File: src/rtl/jpeg_rle_encoder_pkg.sv
// Shared types, constants and coding helpers for the JPEG run-length/size encoder.
// Coefficients are signed; amplitudes use the JPEG one's-complement style coding.
package jpeg_rle_encoder_pkg;

  typedef enum logic [2:0] {
    IDLE, PRIME, DC, SCAN, ZRL, AC, EOB, DONE
  } state_t;

  localparam logic [7:0] RUNSIZE_ZRL = 8'hF0;
  localparam logic [7:0] RUNSIZE_EOB = 8'h00;
  localparam int         DC_SAT      = 2047;
  localparam int         AC_SAT      = 1023;

  // Bit length of a magnitude: 0 -> 0, 1 -> 1, 2..3 -> 2, ... 1024..2047 -> 11.
  function automatic logic [3:0] size_cat(input logic [10:0] mag);
    logic [3:0] s;
    s = 4'd0;
    for (int i = 0; i < 11; i++)
      if (mag[i]) s = 4'(i + 1);
    return s;
  endfunction

  // Negative values send the low size bits of v-1; bits above size are zeroed.
  function automatic logic [10:0] amp_code(input logic signed [11:0] v,
                                           input logic [3:0]         size);
    logic [11:0] t;
    logic [11:0] m;
    t = (v < 12'sd0) ? 12'(v - 12'sd1) : 12'(v);
    m = (12'd1 << size) - 12'd1;
    return t[10:0] & m[10:0];
  endfunction

endpackage

File: src/rtl/jpeg_rle_encoder_zigzag.sv
// Combinational zig-zag scan index to row-major index of an 8x8 block.
// Walks the 15 anti-diagonals; even diagonals run bottom-left to top-right.
module zig_zag_to_row_major (
  input  logic [5:0] zz_index,
  output logic [5:0] rm_index
);

  int idx, base, len, off, row, col;

  always_comb begin
    idx  = int'(zz_index);
    base = 0;
    len  = 0;
    off  = 0;
    row  = 0;
    col  = 0;
    for (int d = 0; d < 15; d++) begin
      len = (d < 8) ? d + 1 : 15 - d;
      if (idx >= base && idx < base + len) begin
        off = idx - base;
        if (d % 2 == 0) begin
          row = ((d < 7) ? d : 7) - off;
          col = d - row;
        end else begin
          col = ((d < 7) ? d : 7) - off;
          row = d - col;
        end
      end
      base = base + len;
    end
    rm_index = 6'(row * 8 + col);
  end

endmodule

File: src/rtl/jpeg_rle_encoder.sv
// JPEG entropy front end: reads a quantized 8x8 block in zig-zag order and emits
// DC difference, ZRL, AC {run,size} and EOB symbols with amplitude bits.
module jpeg_rle_encoder
  import jpeg_rle_encoder_pkg::*;
#(
  parameter int COEF_W    = 16,
  parameter int BUF_SEL_W = 2
) (
  input  logic                 clock,
  input  logic                 nreset,
  input  logic                 frame_start,
  input  logic                 block_valid,
  input  logic [BUF_SEL_W-1:0] block_sel,
  output logic                 block_done,
  output logic [BUF_SEL_W+5:0] coef_raddr,
  input  logic [COEF_W-1:0]    coef_rdata,
  output logic                 sym_valid,
  input  logic                 sym_ready,
  output logic [7:0]           sym_runsize,
  output logic [10:0]          sym_amp,
  output logic                 sym_is_dc,
  output logic                 sym_last
);

  localparam logic signed [COEF_W:0]   DC_HI = (COEF_W+1)'(DC_SAT);
  localparam logic signed [COEF_W:0]   DC_LO = -DC_HI;
  localparam logic signed [COEF_W-1:0] AC_HI = COEF_W'(AC_SAT);
  localparam logic signed [COEF_W-1:0] AC_LO = -AC_HI;

  state_t                 state;
  logic [BUF_SEL_W-1:0]   sel;
  logic [5:0]             k, run, zz_in, rm_idx;
  logic [1:0]             dc_ph;
  logic signed [COEF_W-1:0] pred, dc_coef, coef;
  logic [3:0]             ac_size;
  logic [10:0]            ac_amp;
  logic                   ac_last;

  logic signed [COEF_W:0] diff_full;
  logic signed [11:0]     dc_diff, ac_v, dc_neg, ac_neg;
  logic [10:0]            dc_mag, ac_mag, dc_amp, ac_am;
  logic [3:0]             dc_size, ac_sz;

  assign coef = coef_rdata;

  always_comb begin
    diff_full = {coef[COEF_W-1], coef} - {pred[COEF_W-1], pred};
    if (diff_full > DC_HI)      dc_diff = 12'sd2047;
    else if (diff_full < DC_LO) dc_diff = -12'sd2047;
    else                        dc_diff = diff_full[11:0];
    if (coef > AC_HI)      ac_v = 12'sd1023;
    else if (coef < AC_LO) ac_v = -12'sd1023;
    else                   ac_v = coef[11:0];
    dc_neg  = -dc_diff;
    ac_neg  = -ac_v;
    dc_mag  = dc_diff[11] ? dc_neg[10:0] : dc_diff[10:0];
    ac_mag  = ac_v[11] ? ac_neg[10:0] : ac_v[10:0];
    dc_size = size_cat(dc_mag);
    ac_sz   = size_cat(ac_mag);
    dc_amp  = amp_code(dc_diff, dc_size);
    ac_am   = amp_code(ac_v, ac_sz);
  end

  // The read address always runs one zig-zag index ahead of the data being scanned.
  always_comb begin
    if (state == PRIME)                    zz_in = 6'd0;
    else if (state == DC && dc_ph != 2'd2) zz_in = 6'd1;
    else                                   zz_in = k + 6'd2;
  end

  zig_zag_to_row_major u_zz (
    .zz_index (zz_in),
    .rm_index (rm_idx)
  );

  // A symbol transfers on a clock edge where sym_valid and sym_ready are both 1;
  // while sym_valid is held without sym_ready, sym_* and coef_raddr do not change.
  always_ff @(posedge clock or negedge nreset) begin
    if (!nreset) begin
      state       <= IDLE;
      sel         <= '0;
      k           <= '0;
      run         <= '0;
      dc_ph       <= '0;
      pred        <= '0;
      dc_coef     <= '0;
      ac_size     <= '0;
      ac_amp      <= '0;
      ac_last     <= 1'b0;
      block_done  <= 1'b0;
      coef_raddr  <= '0;
      sym_valid   <= 1'b0;
      sym_runsize <= '0;
      sym_amp     <= '0;
      sym_is_dc   <= 1'b0;
      sym_last    <= 1'b0;
    end else begin
      block_done <= 1'b0;
      case (state)
        IDLE: if (block_valid) begin
          sel   <= block_sel;
          k     <= '0;
          run   <= '0;
          dc_ph <= '0;
          state <= PRIME;
        end
        PRIME: begin
          coef_raddr <= {sel, rm_idx};
          state      <= DC;
        end
        DC: begin
          if (dc_ph == 2'd0) begin
            dc_ph <= 2'd1;
          end else if (dc_ph == 2'd1) begin
            dc_ph       <= 2'd2;
            dc_coef     <= coef;
            coef_raddr  <= {sel, rm_idx};
            sym_valid   <= 1'b1;
            sym_is_dc   <= 1'b1;
            sym_last    <= 1'b0;
            sym_runsize <= {4'd0, dc_size};
            sym_amp     <= dc_amp;
          end else if (sym_ready) begin
            pred       <= dc_coef;
            sym_valid  <= 1'b0;
            sym_is_dc  <= 1'b0;
            k          <= 6'd1;
            coef_raddr <= {sel, rm_idx};
            state      <= SCAN;
          end
        end
        SCAN: begin
          if (coef == '0) begin
            if (k == 6'd63) begin
              sym_valid   <= 1'b1;
              sym_runsize <= RUNSIZE_EOB;
              sym_amp     <= '0;
              sym_last    <= 1'b1;
              state       <= EOB;
            end else begin
              run        <= run + 6'd1;
              k          <= k + 6'd1;
              coef_raddr <= {sel, rm_idx};
            end
          end else begin
            ac_size   <= ac_sz;
            ac_amp    <= ac_am;
            ac_last   <= (k == 6'd63);
            sym_valid <= 1'b1;
            if (run >= 6'd16) begin
              sym_runsize <= RUNSIZE_ZRL;
              sym_amp     <= '0;
              sym_last    <= 1'b0;
              state       <= ZRL;
            end else begin
              sym_runsize <= {run[3:0], ac_sz};
              sym_amp     <= ac_am;
              sym_last    <= (k == 6'd63);
              state       <= AC;
            end
          end
        end
        ZRL: if (sym_ready) begin
          // Subtracting 16 leaves run[3:0] untouched, so it is already the AC run.
          run <= run - 6'd16;
          if (run < 6'd32) begin
            sym_runsize <= {run[3:0], ac_size};
            sym_amp     <= ac_amp;
            sym_last    <= ac_last;
            state       <= AC;
          end
        end
        AC: if (sym_ready) begin
          run       <= '0;
          sym_valid <= 1'b0;
          if (ac_last) begin
            block_done <= 1'b1;
            state      <= DONE;
          end else begin
            k          <= k + 6'd1;
            coef_raddr <= {sel, rm_idx};
            state      <= SCAN;
          end
        end
        EOB: if (sym_ready) begin
          sym_valid  <= 1'b0;
          block_done <= 1'b1;
          state      <= DONE;
        end
        DONE: state <= IDLE;
        default: state <= IDLE;
      endcase
      // Frame start wins over a same-cycle DC accept.
      if (frame_start) pred <= '0;
    end
  end

endmodule

File: config.mk
export PLATFORM = sky130hd
export DESIGN_NAME = jpeg_rle_encoder
export DESIGN_NICKNAME = d
export VERILOG_FILES = /design/src/rtl/jpeg_rle_encoder_pkg.sv /design/src/rtl/jpeg_rle_encoder_zigzag.sv /design/src/rtl/jpeg_rle_encoder.sv
export SDC_FILE = /design/constraint.sdc
export NUM_CORES = 1
export LEC_CHECK = 0
export ABC_AREA = 1
export CAP_MARGIN = 20
export CORE_MARGIN = 4
export CORE_UTILIZATION = 56
export CTS_CLUSTER_DIAMETER = 150
export DETAILED_ROUTE_END_ITERATION = 7
export GPL_ROUTABILITY_DRIVEN = 0
export GPL_TIMING_DRIVEN = 0
export PLACE_DENSITY = 0.83
export SLEW_MARGIN = 20
export SYNTH_ARGS = -nofsm -noshare
export SYNTH_HDL_FRONTEND = slang
export SYNTH_SLANG_ARGS = --single-unit
File: constraint.sdc
create_clock -name clock -period 4.85 [get_ports clock]
set_clock_uncertainty 0.2 [all_clocks]
set_input_delay 0.97 -clock clock [delete_from_list [all_inputs] [get_ports clock]]
set_output_delay 0.97 -clock clock [all_outputs]
set_load 0.05 [all_outputs]
==> results.tsv, run 1 <==
metric	value	unit
clock_latency	0.36	ns
cts.path.max_buffers	2	
syn_inst	1579	
hold_viol_final	0	
die_h	140	um
core-area	0.0172	mm^2
wirelength	35.2	mm
netlist_area	0.00982	mm^2
die_area	0.0197	mm^2
maxSlewViolCount	0	
cts_tree	done	
cp_max_fo	5	
drc	3	
wl_per_cell	18.1	um
powerDensity	697	mW/mm^2
max-cap-violations	0	
vias	12100	
grt.overflow.total	0	
grt.met2_usage	0.517	
max_freq	195	MHz
die_x	140	um
critical_path_class	in2reg	
grt_max_degree	63	
holdWs	0.283	ns
startpoint_type	primary input	
grt_setup_unrepaired	true	
drive_gt1_frac	0.201	
io_pins	54	
grt_pass1_wl	51.1	mm
fin_total_pwr	8.72	mW
synth-edff-count	0	
cpMaxStageDelayCell	fa_2	
final_util	0.726	
grtUsageMet1	0.386	
num_rows	48	
grt_busiest_layer	met2	
ys_types	62	
nets	1784	
path_buf_inv	9	
period_share	1.06	
cts.sinks	98	
reg2reg_slack	-0.14	ns
crit_family	simple AND/OR/NAND/NOR gates	
syn_to_final_growth	27.5	%
h-tree-depth	3	
antenna_cells	0	
pre_cts_slack	-1.27	ns
end_kind	flip-flop	
max-vdd-ir-drop	0.000673	V
antenna_found_initial	0	
cpPeakStageDelay	0.42	ns
tightest_slew	0.629	ns
ys_warn_count	0	
hold_path_class	reg2reg	
setup_viol_count_final	8	
path_clk_slew	0.08	ns
grtUsageTotal	0.309	
grt_pass1_vias	10800	
start_util	0.570	
portBuffers	53	
slew_headroom	0.579	
fillers	1225	
fin_ws	-0.268	ns
placed_area	0.0107	mm^2
async_reset_ff_frac	1.00	
cp.arrival	5.21	ns
root_buffer	clkbuf_16	
synth_ff_type	dfrtp_1	
ant_nets	0	
min_period	5.12	ns
ys_ff_latch	98	
drtIter0Drc	1725	
numCtsBuffers	9	
finalNonFillerCells	1949	
cp.required	4.94	ns
yosysSeqAreaShare	0.250	
run_status	complete, but fails checks	
path_common_cell	nand2_2	
multiInputGateArea	0.00719	mm^2
regArea	0.00246	mm^2
totalNegativeSetupSlack	-1.44	ns
avgSynthCellArea	6.22	um^2
viasPerCell	6.21	
synth_nets	1644	
firstDrtPassIters	8	
violations	design-rule violations, negative setup slack	
fin_area	0.0125	mm^2
dp_cells	1858	
dp_hpwl	22.2	mm
p_leak	6.11	nW
met3_usage	0.0577	
-- report_power, final --
group	leakage (nW)	switching (mW)	internal, mW	total (mW)
Clock	0.153	0.377	0.416	0.793
Combinational	4.72	4.19	2.41	6.60
Sequential	1.23	0.197	1.13	1.33
Total	6.11	4.77	3.95	8.72
-- worst min-delay path, stage by stage, from the launching register on --
cell,delay (ns)
dfrtp_1,0.34
nand2_1,0.05
nand2_1,0.06
-- what timing repair did --
| item | CTS | global route |
|---|---|---|
| cloned | 1 | 0 |
| buffers inserted | 22 | 56 |
| resized for setup | 108 | 162 |
| hold buffers | 0 | 0 |
| setup endpoints to repair | 26 | 32 |
| pin swaps | 27 | 69 |
-- worst paths after layout --
kind,start,endpoint,depth (start not counted)
max,coef_rdata[1],sym_amp[6],36
min,ac_amp[0],ac_amp[0],2
max reg2reg,state[1],coef_raddr[5],33
min reg2reg,ac_amp[0],ac_amp[0],2
max in group asynchronous,nreset,ac_amp[5],2
min in group asynchronous,nreset,pred[11],1
-- layer usage --
layer / vias to the layer above / wire length, um
li1: 5420 / -
met1: 5487 / 12800
met2: 930 / 16400
met3: 266 / 3630
met4: 0 / 2380
met5: - / 0
-- cell usage after synthesis, types with 3 or more instances --
| master | count | share of area |
|---|---|---|
| ha_1 | 40 | 0.051 |
| nand4_1 | 15 | 0.0096 |
| xnor2_1 | 10 | 0.0089 |
| nand3_1 | 127 | 0.065 |
| a2111oi_0 | 3 | 0.0027 |
| nor2_2 | 6 | 0.0038 |
| a21oi_2 | 5 | 0.0045 |
| inv_2 | 15 | 0.0057 |
| clkbuf_1 | 27 | 0.010 |
| a31oi_1 | 10 | 0.0064 |
| a21oi_1 | 96 | 0.049 |
| o21ai_1 | 7 | 0.0036 |
| nor2_1 | 133 | 0.051 |
| or2_2 | 8 | 0.0051 |
| nand3_2 | 6 | 0.0061 |
| o21a_1 | 5 | 0.0038 |
| nor4_1 | 3 | 0.0019 |
| nand2_4 | 5 | 0.0057 |
| nand2_2 | 19 | 0.012 |
| o211ai_1 | 10 | 0.0076 |
| o21bai_1 | 3 | 0.0023 |
| nand3b_1 | 6 | 0.0046 |
| nor3_1 | 13 | 0.0066 |
| nand2_1 | 446 | 0.17 |
| a211oi_1 | 4 | 0.0031 |
| xor2_1 | 42 | 0.037 |
| clkinv_1 | 6 | 0.0023 |
| nor3_2 | 3 | 0.0031 |
| buf_2 | 5 | 0.0025 |
| o31ai_1 | 4 | 0.0031 |
| inv_1 | 206 | 0.079 |
| dfrtp_1 | 98 | 0.25 |
| and2_1 | 3 | 0.0019 |
| o21ai_0 | 152 | 0.077 |
-- cell usage in the layout (no fill, tap or decap), drive strengths merged, types with 2 or more instances in the layout --
cell,count
nand2,471
inv,227
o21ai,161
nor2,143
nand3,133
a21oi,102
dfrtp,98
buf,88
clkbuf,45
xor2,44
ha,40
clkdlybuf4s50,36
nor3,16
nand4,15
a31oi,10
o211ai,10
xnor2,10
or2,9
nand3b,6
o21a,5
clkinv,5
a211oi,4
dlygate4sd2,4
o31ai,4
clkinvlp,3
and2,3
o21bai,3
nor4,3
a2111oi,3
a21boi,3
o32ai,2
o221ai,2
a311oi,2
o22ai,2
a221oi,2
fa,2
-- area by class of cell --
type / count / area share
inverters: 229 / 0.0725
repair buffers: 133 / 0.0926
clock buffers: 9 / 0.0180
multi-input cells: 1216 / 0.575
flip-flops and latches: 98 / 0.196
clock inverters: 7 / 0.00750
well taps: 225 / 0.0225
plain buffers: 32 / 0.0160
-- kinds of logic (layout without fill, tap and decap cells) --
kind of cell / count (synthesis) / in the layout / synth area share
buffers and inverters: 265 / 410 / 0.105
AO/OA/AOI/OAI: 321 / 321 / 0.184
flip-flops: 98 / 98 / 0.250
AND/OR/NAND/NOR: 799 / 799 / 0.356
XOR/XNOR: 54 / 54 / 0.0508
adder cells (fa/ha/maj): 42 / 42 / 0.0550
-- registers in the layout (all words and copies together), names as in the netlist --
register / flops
ac_last: 1
k: 6
pred: 16
sym_valid: 1
sym_is_dc: 1
sym_runsize: 8
ac_amp: 11
state: 3
dc_ph: 2
sym_amp: 11
dc_coef: 16
run: 6
coef_raddr: 8
block_done: 1
sel: 2
ac_size: 4
sym_last: 1
Power figures use the tool's default switching activity.
==> inputs of run 2 (changes only) <==
--- a/config.mk
+++ b/config.mk
@@ -7,7 +7,7 @@
 export LEC_CHECK = 0
 export ABC_AREA = 1
 export CAP_MARGIN = 20
-export CORE_MARGIN = 4
+export CORE_MARGIN = 1
 export CORE_UTILIZATION = 56
 export CTS_CLUSTER_DIAMETER = 150
 export DETAILED_ROUTE_END_ITERATION = 7
==> run 2 against run 1 <==
The flow still finishes with violations (design-rule violations, negative setup slack). Routed wire length is 3.2% lower. Core utilization down 1.1 points. Global-route usage is 4.8 points higher. Cell count is 0.67% lower. Count of clock-buffer cells in the layout increased by 1.
==> results.tsv, run 2 (synthesized netlist as in run 1, its figures left out) <==
metric	value	unit	change
cts_tree	done		unchanged
max-vdd-ir-drop	0.000662	V	was 0.000673 V
period_share	1.05		was 1.06
path_clk_slew	0.08	ns	about the same
holdWs	0.282	ns	was 0.283 ns
wl_per_cell	17.6	um	was 18.1 um
hold_viol_final	0		unchanged
seq_power_share	0.156		was 0.152
p_int	3.81	mW	was 3.95 mW
run_status	complete, but fails checks		unchanged
die_area	0.0181	mm^2	was 0.0197 mm^2
reg2reg_depth	30		was 33
final_cell_mix	nand2_1, inv_1, o21ai_0		unchanged
portBuffers	53		unchanged
cts.sinks	98		unchanged
drc	2		was 3
wirelength	34.1	mm	was 35.2 mm
io_pins	54		unchanged
hold_path_class	reg2reg		unchanged
setup_viol_count_final	9		was 8
netSwitchingPower	4.65	mW	was 4.77 mW
hold_depth	2		unchanged
min_period	5.07	ns	was 5.12 ns
numCtsBuffers	9		unchanged
ant_nets	0		unchanged
slew_headroom	0.572		was 0.579
cts.path.max_buffers	2		unchanged
critical_path_class	in2reg		unchanged
grt.overflow.total	0		unchanged
viasPerCell	6.14		was 6.21
syn_to_final_growth	25.6	%	was 27.5%
comb_power_share	0.755		was 0.757
antenna_found_initial	0		unchanged
max-cap-violations	0		unchanged
violations	design-rule violations, negative setup slack		unchanged
grtUsageTotal	0.358		was 0.309
grt_pass1_wl	51.7	mm	was 51.1 mm
worstReg2RegStart	state[1]		unchanged
placed_area	0.0107	mm^2	unchanged
powerDensity	685	mW/mm^2	was 697 mW/mm^2
antenna_cells	0		unchanged
nets	1771		was 1784
min-delay-start	sym_is_dc		was ac_amp[0]
cpPeakStageDelay	0.40	ns	was 0.42 ns
root_buffer	clkbuf_16		unchanged
max_freq	197	MHz	was 195 MHz
swShare	0.550		was 0.547
reg2reg_slack	-0.04	ns	was -0.14 ns
cp.arrival	5.16	ns	was 5.21 ns
finalNonFillerCells	1936		was 1949
fin_ws	-0.222	ns	was -0.268 ns
hold_path_end	sym_is_dc		was ac_amp[0]
num_rows	48		unchanged
cp_max_fo	5		unchanged
h-tree-depth	3		unchanged
cp.required	4.94	ns	about the same
die_h	134	um	was 140 um
startpoint_type	primary input		unchanged
top_regs	dc_coef: 16 flops, pred: 16 flops		unchanged
p_clk_frac	0.088		was 0.091
vias	11900		was 12100
grt_pass1_vias	10800		about the same
clock_latency	0.37	ns	was 0.36 ns
grt_max_degree	63		unchanged
start_util	0.570		unchanged
layout_commonest_cell	nand2_1		unchanged
drtIter0Drc	1769		was 1725
hold_buffers	0		unchanged
maxSlewViolCount	0		unchanged
tightest_slew	0.641	ns	was 0.629 ns
fin_area	0.0123	mm^2	was 0.0125 mm^2
worstReg2RegEnd	coef_raddr[5]		unchanged
grt_setup_unrepaired	true		unchanged
die_x	134	um	was 140 um
firstDrtPassIters	8		unchanged
end_kind	flip-flop		unchanged
drive_gt1_frac	0.188		was 0.201
cpMaxStageDelayCell	fa_2		unchanged
dp_hpwl	21.9	mm	was 22.2 mm
core-area	0.0172	mm^2	unchanged
dp_cells	1858		unchanged
p_leak	6.02	nW	was 6.11 nW
[run 2: area by class of cell]
cell class                 instances  area [um^2]
buffer                            32          184
clock buffer                      10          239
clock inverter                     6         60.1
fill                            1298         4900
inverter                         229          900
multi-input combinational       1217         7180
sequential                        98         2460
tap                              225          282
timing repair buffer             119         1040
[run 2: how the worst max path moves through the flow]
stage / cells after the start / slack, ns / from / end
detailed placement: 31 / -1.25 / state[2] / coef_raddr[5]
finish: 37 / -0.22 / coef_rdata[0] / sym_amp[8]
global placement: 1 / -1.22 / nreset / sym_amp[1]
floorplan: 31 / 0.03 / coef_rdata[0] / sym_amp[1]
CTS: 34 / 0.01 / coef_rdata[1] / sym_amp[1]
global route: 39 / -0.46 / coef_rdata[0] / sym_amp[8]
[run 2: power groups by stage]
stage	clock network [mW]	logic (mW)	registers (mW)
6_report	0.747	6.38	1.32
5_1_grt	0.781	6.97	1.35
4_1_cts	0.745	5.71	1.31
3_5_place_dp	0	5.26	1.31
3_3_place_gp	0	5.16	1.31
2_1_floorplan	0	3.56	1.64
[run 2: critical path, delay by kind of cell]
| family | cells | cell delay (ns) |
|---|---|---|
| AOI/OAI and AO/OA | 3 | 0.26 |
| and+or+nand+nor | 23 | 2.45 |
| buffers and inverters | 7 | 0.59 |
| adders and majority gates | 4 | 0.89 |
[run 2: per-stage QoR]
stage	util	power [mW]	worst slack, ns	setup TNS (ns)
after floorplan	-	5.20	0.0284	0
after global placement	0.622	6.46	-1.22	-135.62
after detailed placement	0.623	6.57	-1.25	-19.07
after CTS	0.678	7.77	0.0128	0
after global routing	0.716	9.10	-0.462	-3.92
final	0.716	8.45	-0.222	-1.15
[run 2: timing repair]
action | 4_1_cts | 5_1_grt
gates cloned | 1 | 1
setup buffers | 28 | 36
gates resized for setup | 114 | 135
pin swaps | 30 | 64
setup endpoints to repair | 20 | 35
[run 2: metal layers]
metal / vias to the layer above / GRT usage / share of wire
li1: 5386 / - / -
met4: 0 / 0.170 / 0.059
met3: 243 / 0.0654 / 0.10
met5: - / 0 / 0
met1: 5374 / 0.445 / 0.38
met2: 887 / 0.598 / 0.46
==> inputs of run 3 (changes only) <==
--- a/config.mk
+++ b/config.mk
@@ -8,12 +8,13 @@
 export ABC_AREA = 1
 export CAP_MARGIN = 20
 export CORE_MARGIN = 1
-export CORE_UTILIZATION = 56
+export CORE_UTILIZATION = 57
+export CTS_BUF_LIST = sky130_fd_sc_hd__clkbuf_4
 export CTS_CLUSTER_DIAMETER = 150
 export DETAILED_ROUTE_END_ITERATION = 7
 export GPL_ROUTABILITY_DRIVEN = 0
 export GPL_TIMING_DRIVEN = 0
-export PLACE_DENSITY = 0.83
+export PLACE_DENSITY = 0.85
 export SLEW_MARGIN = 20
 export SYNTH_ARGS = -nofsm -noshare
 export SYNTH_HDL_FRONTEND = slang
==> run 3 against run 2 <==
The flow still finishes with violations (design-rule violations, negative setup slack). Final area fell by 0.42%. Flip-flop and latch count is the same. Worst hold slack lost 0.15 ns. Largest power group unchanged. Core utilization up 2.0 points. Non-clock buffer count increased by 17. Cell count grew 0.62%.
==> results.tsv, run 3 (synthesized netlist as in run 1, its figures left out) <==
metric	value	unit	change
drive_gt1_frac	0.200		was 0.188
start_util	0.588		was 0.570
cp.required	5.01	ns	was 4.94 ns
p_leak	6.04	nW	was 6.02 nW
fin_ws	-0.0264	ns	was -0.222 ns
cpMaxStageDelayCell	ha_4		was fa_2
dp_hpwl	22.1	mm	was 21.9 mm
root_buffer	clkbuf_4		was clkbuf_16
reg2reg_slack	0.07	ns	was -0.04 ns
maxSlewViolCount	0		unchanged
drc	3		was 2
layout_commonest_cell	nand2_1		unchanged
startpoint_type	primary input		unchanged
hold_path_class	in2async		was reg2reg
setup_viol_count_final	1		was 9
numCtsBuffers	9		unchanged
top_regs	dc_coef: 16 flops, pred: 16 flops		unchanged
end_kind	flip-flop		unchanged
fillers	1211		was 1298
nets	1787		was 1771
wirelength	33.1	mm	was 34.1 mm
grt_pass1_vias	10300		was 10800
io_pins	54		unchanged
antenna_found_initial	1		was 0
cts.path.max_buffers	2		unchanged
drtIter0Drc	1674		was 1769
dp_cells	1853		was 1858
cts.sinks	98		unchanged
final_util	0.735		was 0.716
syn_to_final_growth	25.1	%	was 25.6%
core-area	0.0167	mm^2	was 0.0172 mm^2
max_freq	205	MHz	was 197 MHz
max-vdd-ir-drop	0.000562	V	was 0.000662 V
grt.overflow.total	0		unchanged
slew_headroom	0.574		was 0.572
num_rows	47		was 48
vias	11700		was 11900
powerDensity	711	mW/mm^2	was 685 mW/mm^2
cp.arrival	5.04	ns	was 5.16 ns
path_clk_slew	0.16	ns	was 0.08 ns
portBuffers	53		unchanged
placed_area	0.0107	mm^2	about the same
die_area	0.0178	mm^2	was 0.0181 mm^2
wl_per_cell	17.0	um	was 17.6 um
final_cell_mix	nand2_1, inv_1, o21ai_0		unchanged
regArea	0.00246	mm^2	about the same
fin_total_pwr	8.74	mW	was 8.45 mW
grt_pass1_wl	49.3	mm	was 51.7 mm
viasPerCell	5.98		was 6.14
multiInputGateArea	0.00712	mm^2	was 0.00718 mm^2
path_common_cell	nand2_2		
min_period	4.88	ns	was 5.07 ns
totalNegativeSetupSlack	-0.0264	ns	was -1.15 ns
max-cap-violations	0		unchanged
grtUsageTotal	0.343		was 0.358
holdWs	0.127	ns	was 0.282 ns
grt_setup_unrepaired	true		unchanged
clock_latency	0.49	ns	was 0.37 ns
ant_nets	0		unchanged
die_h	133	um	was 134 um
cpPeakStageDelay	0.32	ns	was 0.40 ns
finalNonFillerCells	1948		was 1936
die_x	133	um	was 134 um
violations	design-rule violations, negative setup slack		unchanged
hold_viol_final	0		unchanged
fin_area	0.0123	mm^2	about the same
run_status	complete, but fails checks		unchanged
tightest_slew	0.633	ns	was 0.641 ns
h-tree-depth	3		unchanged
cts_tree	done		unchanged
cp_max_fo	7		was 5
grt_max_degree	74		was 63
pre_cts_slack	-1.40	ns	was -1.25 ns
critical_path_class	in2reg		unchanged
firstDrtPassIters	8		unchanged
hold_buffers	0		unchanged
period_share	1.01		was 1.05
## run 3: final cells by class
class,instances,area share
multi-input cells,1216,0.580
flip-flops and latches,98,0.200
inverters,229,0.0741
well taps,220,0.0224
repair buffers,136,0.0921
diodes,1,0.000204
clock buffers,10,0.00611
plain buffers,32,0.0158
clock inverters,6,0.00917
## run 3: final timing paths
check	from	end	cells after the start
worst max register to register	state[2]	coef_raddr[5]	33
worst min register to register	ac_amp[1]	ac_amp[1]	2
max in group asynchronous	nreset	k[1]	2
min in group clock	ac_amp[1]	ac_amp[1]	2
worst max-delay path	coef_rdata[3]	sym_amp[10]	36
worst min-delay path	nreset	dc_coef[6]	1
## run 3: critical path, delay by kind of cell
family	cells	cell delay [ns]
buf+inv	7	0.77
simple gates	24	2.43
fa+ha+maj	3	0.66
compound gates	2	0.17
## run 3: layer usage
metal	global-route usage	up-vias	wire [um]
met4	0.156	0	1620
met5	0	-	0
met2	0.556	762	15200
met3	0.0567	165	3370
met1	0.448	5314	13000
li1	-	5410	-
## run 3: power breakdown
part           switching (mW)  total (mW)  internal (mW)
logic                    4.36        6.86           2.50
clock network           0.286       0.555          0.269
registers               0.198        1.32           1.13
total                    4.84        8.74           3.89
## run 3: what timing repair did
| item | in CTS | in global routing |
|---|---|---|
| resized for setup | 101 | 161 |
| endpoints found under the hold margin | 0 | 0 |
| cloned | 0 | 0 |
| setup endpoints to repair | 14 | 23 |
| pin swaps | 30 | 68 |
| setup buffers | 27 | 55 |
